File: config.mk
export PLATFORM = sky130hd
export DESIGN_NAME = freq_meter_mc_flat
export DESIGN_NICKNAME = d
export VERILOG_FILES = /design/src/rtl/freq_meter_mc_if.sv /design/src/rtl/freq_meter_mc.sv /design/src/flat_wrapper.sv
export SDC_FILE = /design/constraint.sdc
export NUM_CORES = 1
export LEC_CHECK = 0
export BUFFER_PORTS_ARGS = -buffer_cell sky130_fd_sc_hd__buf_2
export CAP_MARGIN = 40
export CORE_ASPECT_RATIO = 1.5
export CORE_MARGIN = 3
export CORE_UTILIZATION = 45
export CTS_CLUSTER_DIAMETER = 60
export CTS_CLUSTER_SIZE = 12
export DETAILED_ROUTE_END_ITERATION = 7
export PLACE_DENSITY_LB_ADDON = 0.15
export SLEW_MARGIN = 20
export SYNTH_ARGS = -nofsm -noshare
export SYNTH_HDL_FRONTEND = slang
export SYNTH_SLANG_ARGS = --single-unit
File: constraint.sdc
create_clock -name sys_clk -period 20.1 [get_ports sys_clk]
set_clock_uncertainty 0.15 [all_clocks]
set_input_delay 2.01 -clock sys_clk [delete_from_list [all_inputs] [get_ports sys_clk]]
set_output_delay 2.01 -clock sys_clk [all_outputs]
set_load 0.01 [all_outputs]
File: src/rtl/freq_meter_mc_if.sv
// Signal bundle for freq_meter_mc: test clock inputs, control, and measurement results.
interface freq_meter_mc_if #(
  parameter int CH_NUM = 4,
  parameter int CNT_W  = 32
);
  logic [CH_NUM-1:0]       clk_test;
  logic                    start;
  logic                    mode;
  logic                    busy;
  logic                    freq_vld;
  logic [CH_NUM*CNT_W-1:0] freq;
  logic [CH_NUM-1:0]       ovf;

  modport master (output clk_test, start, mode, input busy, freq_vld, freq, ovf);
  modport slave  (input clk_test, start, mode, output busy, freq_vld, freq, ovf);
endinterface

File: src/rtl/freq_meter_mc.sv
// Multi-channel gate-time frequency meter. Counts rising edges of CH_NUM asynchronous
// test clocks over a CLK_FREQ/GATE_DIV cycle window and reports Hz per channel.
module freq_meter_mc #(
  parameter int CLK_FREQ = 50_000_000,
  parameter int GATE_DIV = 1,
  parameter int CH_NUM   = 4,
  parameter int CNT_W    = 32
) (
  input  logic         sys_clk,
  input  logic         sys_rst,
  freq_meter_mc_if.slave mtr
);

  localparam int unsigned GATE_CYC = CLK_FREQ / GATE_DIV;
  localparam int          GC_W     = (GATE_CYC > 1) ? $clog2(GATE_CYC) : 1;
  localparam int          PW       = CNT_W + 32;

  typedef enum logic [1:0] {IDLE, GATE, LATCH} state_t;

  state_t                        state_q, state_d;
  logic [GC_W-1:0]               gate_q, gate_d;
  logic [CH_NUM-1:0]             s1_q, s2_q, s3_q;
  logic [CH_NUM-1:0]             edge_det;
  logic [CH_NUM-1:0][CNT_W-1:0]  cnt_q;
  logic [CH_NUM-1:0]             ovfp_q;
  logic [CH_NUM-1:0][CNT_W-1:0]  res_d;
  logic [CH_NUM-1:0]             mulovf_d;
  logic [PW-1:0]                 prod;
  logic [CH_NUM-1:0][CNT_W-1:0]  freq_q;
  logic [CH_NUM-1:0]             ovf_q;
  logic                          vld_q;

  assign edge_det = s2_q & ~s3_q;

  // Three-flop synchroniser chain per test clock
  always_ff @(posedge sys_clk or posedge sys_rst) begin
    if (sys_rst) begin
      s1_q <= '0;
      s2_q <= '0;
      s3_q <= '0;
    end else begin
      s1_q <= mtr.clk_test;
      s2_q <= s1_q;
      s3_q <= s2_q;
    end
  end

  // Measurement state and gate-cycle counter registers
  always_ff @(posedge sys_clk or posedge sys_rst) begin
    if (sys_rst) begin
      state_q <= IDLE;
      gate_q  <= '0;
    end else begin
      state_q <= state_d;
      gate_q  <= gate_d;
    end
  end

  // Next-state logic: open a window on start (or always in continuous mode), close after GATE_CYC cycles
  always_comb begin
    state_d = state_q;
    gate_d  = gate_q;
    unique case (state_q)
      IDLE: begin
        gate_d = '0;
        if (mtr.mode || mtr.start) state_d = GATE;
      end
      GATE: begin
        if (gate_q == GC_W'(GATE_CYC - 1)) state_d = LATCH;
        else                               gate_d  = gate_q + 1'b1;
      end
      LATCH: begin
        gate_d  = '0;
        state_d = mtr.mode ? GATE : IDLE;
      end
      default: state_d = IDLE;
    endcase
  end

  // Per-channel saturating edge counters; ovf_pend records an edge lost at full scale
  always_ff @(posedge sys_clk or posedge sys_rst) begin
    if (sys_rst) begin
      cnt_q  <= '0;
      ovfp_q <= '0;
    end else if (state_q == LATCH) begin
      cnt_q  <= '0;
      ovfp_q <= '0;
    end else if (state_q == GATE) begin
      for (int unsigned i = 0; i < CH_NUM; i++) begin
        if (edge_det[i]) begin
          if (cnt_q[i] == '1) ovfp_q[i] <= 1'b1;
          else                cnt_q[i]  <= cnt_q[i] + 1'b1;
        end
      end
    end
  end

  // Scale edge counts to Hz, saturating to CNT_W bits
  always_comb begin
    res_d    = '0;
    mulovf_d = '0;
    prod     = '0;
    for (int unsigned i = 0; i < CH_NUM; i++) begin
      prod        = PW'(cnt_q[i]) * PW'(GATE_DIV);
      mulovf_d[i] = |prod[PW-1:CNT_W];
      res_d[i]    = mulovf_d[i] ? '1 : prod[CNT_W-1:0];
    end
  end

  // Result registers updated in LATCH; valid strobe follows in the next cycle
  always_ff @(posedge sys_clk or posedge sys_rst) begin
    if (sys_rst) begin
      freq_q <= '0;
      ovf_q  <= '0;
      vld_q  <= 1'b0;
    end else begin
      vld_q <= (state_q == LATCH);
      if (state_q == LATCH) begin
        freq_q <= res_d;
        ovf_q  <= ovfp_q | mulovf_d;
      end
    end
  end

  assign mtr.busy     = (state_q != IDLE);
  assign mtr.freq_vld = vld_q;
  assign mtr.freq     = freq_q;
  assign mtr.ovf      = ovf_q;

endmodule

File: src/flat_wrapper.sv
// flat-port wrapper written by rule: the top's interface ports become plain ports
module freq_meter_mc_flat 
#(
  parameter int CLK_FREQ = 50_000_000,
  parameter int GATE_DIV = 1,
  parameter int CH_NUM   = 4,
  parameter int CNT_W    = 32
)
  (sys_clk, sys_rst, mtr_clk_test, mtr_start, mtr_mode, mtr_busy, mtr_freq_vld, mtr_freq, mtr_ovf);
  freq_meter_mc_if #(.CH_NUM(CH_NUM), .CNT_W(CNT_W)) mtr_i ();
  input  logic sys_clk;
  input  logic sys_rst;
  input wire logic [$bits(mtr_i.clk_test)-1:0] mtr_clk_test;
  input wire logic [$bits(mtr_i.start)-1:0] mtr_start;
  input wire logic [$bits(mtr_i.mode)-1:0] mtr_mode;
  output wire logic [$bits(mtr_i.busy)-1:0] mtr_busy;
  output wire logic [$bits(mtr_i.freq_vld)-1:0] mtr_freq_vld;
  output wire logic [$bits(mtr_i.freq)-1:0] mtr_freq;
  output wire logic [$bits(mtr_i.ovf)-1:0] mtr_ovf;
  assign mtr_i.clk_test = mtr_clk_test;
  assign mtr_i.start = mtr_start;
  assign mtr_i.mode = mtr_mode;
  assign mtr_busy = mtr_i.busy;
  assign mtr_freq_vld = mtr_i.freq_vld;
  assign mtr_freq = mtr_i.freq;
  assign mtr_ovf = mtr_i.ovf;
  freq_meter_mc #(.CLK_FREQ(CLK_FREQ), .GATE_DIV(GATE_DIV), .CH_NUM(CH_NUM), .CNT_W(CNT_W)) u_core (.sys_clk(sys_clk), .sys_rst(sys_rst), .mtr(mtr_i));
endmodule
==> metrics.cfg <==
[outcome]
status = finished, final reports clean

[power]
p_sw_mw = 0.5787
power_per_cell_area_nw_per_um2 = 100.0
swShare = 0.3485
combPwrFrac = 0.278
power_mw = 1.661
seq_power_share = 0.428
p_int_mw = 1.082
clockPowerShare = 0.294
p_leak_nw = 7.484
vdd.ir_drop.worst_uv = 67.65

[sta]
fmax_ghz = 0.2644
worst_pin_slew_ns = 0.8304
slew_violations = 0
hold_viol_final = 0
period_minus_slack_ns = 3.782
grt_setup_unrepaired = false
finalSetupViolCount = 0
timing.final.crit_share = 0.1882
max-slew-margin-rel = 0.4444
fin_setup_tns_ns = 0

[final_layout]
fill_cells = 2911
num_antenna_cells = 0
final_util = 0.5215
seqCellArea_sq_um = 7632
drive_above_1_share = 0.2333
final_nets = 1530
multi_input_area_sq_um = 6556
syn_to_final_growth_pct = 13.89

[yosys]
synth_edf_count = 0
synth_mux_area_frac = 0.1088
synth_warnings = 0
synth_cell_types = 67
ys_seq_area_frac = 0.5236
syn_area_sq_um = 14580
ys.flop_type = dfrtp_1
synth_compound_area_frac = 0.1309
synth_adder_area_share = 0.008584
synth_seq_cells = 305
netlist_instances = 1387
synth_top_family_by_area = simple AND/OR/NAND/NOR gates
synth_xor_area_frac = 0.02103
async_flop_share = 1.000
synth-simple-area-share = 0.1783
syn_nets = 1405
avgSynthCellArea_sq_um = 10.51

[global_route]
use_met3 = 0.02864
grt_max_degree = 107
grt_use_met1 = 0.2615
grt_pass1_vias = 11340
grt_pass1_wl_um = 60060
grt-ovfl-total = 0
grtUsageTotal = 0.2083
use_met2 = 0.3747
antenna_found_initial = 0
grt.busiest_layer = met2

[route]
antenna_left = 0
drt_iter0_drc = 655
drc = 0
wl_um = 36500
wire_per_inst_um = 18.98
drtPass1Iterations = 5
drt-vias-per-instance = 5.984
vias = 11510

[setup_path]
max_stage_delay_ns = 0.67
endpoint_kind = register
crit_chain = inv_1 -> ha_4 -> buf_16 -> buf_4 -> o21a_1 -> nand2_1 -> or4_1 -> o211ai_1
timing.setup.critical_path_class = register to register
worstPathRequired_ns = 20.42
crit_path_start_kind = register
crit_fanout = 66
cp_slowest_cell = buf_4
crit_arrival_ns = 4.10

[floorplan]
start_util = 0.4579
coreArea_sq_um = 31830
die_area_sq_um = 34630
die_y_um = 226.4
die_x_um = 153.0
rows = 80
io_pins = 142

[clock_network]
postCtsSetupBuffers = 0
hold_buffers = 0
cts-resized-gates = 0
cts_buffers = 29
path_clk_slew_ns = 0.06
htree_levels = 1
cts_tree = built
clock_path_buffers = 3
clkSinkCount = 305
root_buffer = clkbuf_16
clkLatencyLatePin_ns = 0.56

[flow_run]
maxCapViolations = 0

[placement]
globalplace.congestion = 0.8712
io_buffers = 141
dp_hpwl_um = 24600

[min_path]
min_path_type = register to register

[metal layers]
metal / wire length, um / part of all wire
met1: 15210 / 0.42
met2: 18810 / 0.52
met3: 1537 / 0.042
met4: 939 / 0.026
met5: 0 / 0
[power groups by stage]
stage	Combinational (mW)	Clock, mW	Sequential [mW]
3_3_place_gp	0.442	0	0.719
5_1_grt	0.510	0.527	0.717
3_5_place_dp	0.463	0	0.721
4_1_cts	0.465	0.507	0.710
6_report	0.462	0.488	0.711
2_1_floorplan	0.316	0	0.709
[registers in the layout, indices dropped and copies added, names as in the netlist]
signal	cells
u_core.ovfp_q	4
u_core.s1_q	4
u_core.mtr.freq_vld	1
u_core.mtr.ovf	4
u_core.state_q	2
u_core.cnt_q	128
u_core.s2_q	4
u_core.gate_q	26
u_core.mtr.freq	128
u_core.s3_q	4
[synth_stat cells (12+ instances only)]
library cell	number	area, sq um
dfrtp_1	305	7632
and2_1	12	75.07
a22o_1	15	131.4
nor2_1	94	352.8
inv_1	35	131.4
a21oi_1	40	200.2
a31oi_1	27	168.9
clkbuf_1	63	236.5
and3_1	18	112.6
mux2_2	132	1486
o211ai_1	21	157.7
nor3_1	33	165.2
o31ai_1	19	142.6
xnor2_1	26	227.7
o21ai_0	99	495.5
or3_1	13	81.33
nand3_1	60	300.3
nor4_1	24	150.1
or4_1	17	127.6
nand2_1	113	424.2
nand4_1	51	319.1
and4_1	20	175.2
[worst max-delay path, delay by kind of cell (launching register included)]
family	cells	cell delay [ns]
buffers and inverters	3	1.13
adders and majority gates	1	0.40
AOI/OAI and AO/OA	2	0.66
DFF	1	0.43
and+or+nand+nor	2	0.89
[metrics by stage]
stage | worst slack [ns] | hold WS, ns | std cells | cell area (sq um)
finish | 16.32 | 0.2007 | 1923 | 16600
global route | 16.02 | 0.2120 | 1923 | 16600
CTS | 16.26 | 0.2009 | 1921 | 16570
detailed placement | 15.70 | 0.1847 | 1889 | 15800
global placement | 15.39 | 0.1847 | 1881 | 15670
floorplan | 9.509 | 0.1812 | 1387 | 14580
[cell type report]
class                           instances  area share
Inverter                               36    0.008592
Timing Repair Buffer                  167     0.05924
Clock buffer                           31     0.04477
Clock inverter                          1    0.001809
Tap cell                              410     0.03090
Sequential cell                       305      0.4598
Multi-Input combinational cell        973      0.3949
[logic make-up after synthesis]
family,Yosys count
muxes,142
DFF,305
xor gates and xnor gates,35
and+or+nand+nor,495
buffers and inverters,109
adders and majority gates,10
AOI/OAI and AO/OA,291
[worst paths after layout]
| kind | startpoint | end | slack (ns) | cells after the start |
|---|---|---|---|---|
| min in group asynchronous | sys_rst | u_core.gate_q[18]$_DFFE_PP0P_ | 1.44 | 2 |
| min | u_core.s1_q[3]$_DFF_PP0_ | u_core.s2_q[3]$_DFF_PP0_ | 0.20 | 0 |
| min reg2reg | u_core.s1_q[3]$_DFF_PP0_ | u_core.s2_q[3]$_DFF_PP0_ | 0.20 | 0 |
| max in group asynchronous | sys_rst | u_core.mtr.freq[68]$_DFFE_PP0N_ | 16.60 | 6 |
| max | u_core.state_q[0]$_DFFE_PP0P_ | u_core.cnt_q[91]$_DFFE_PP0P_ | 16.32 | 8 |
| max reg2reg | u_core.state_q[0]$_DFFE_PP0P_ | u_core.cnt_q[91]$_DFFE_PP0P_ | 16.32 | 8 |
[cell usage in the layout, fill, tap and decap left out, types with 34 or more instances in the layout]
| master | instances |
|---|---|
| dfrtp_1 | 305 |
| buf_2 | 142 |
| mux2_2 | 132 |
| nand2_1 | 113 |
| o21ai_0 | 98 |
| nor2_1 | 94 |
| nand3_1 | 60 |
| nand4_1 | 51 |
| a21oi_1 | 40 |
| inv_1 | 34 |
Note: power is estimated with default switching activity, not from simulation.
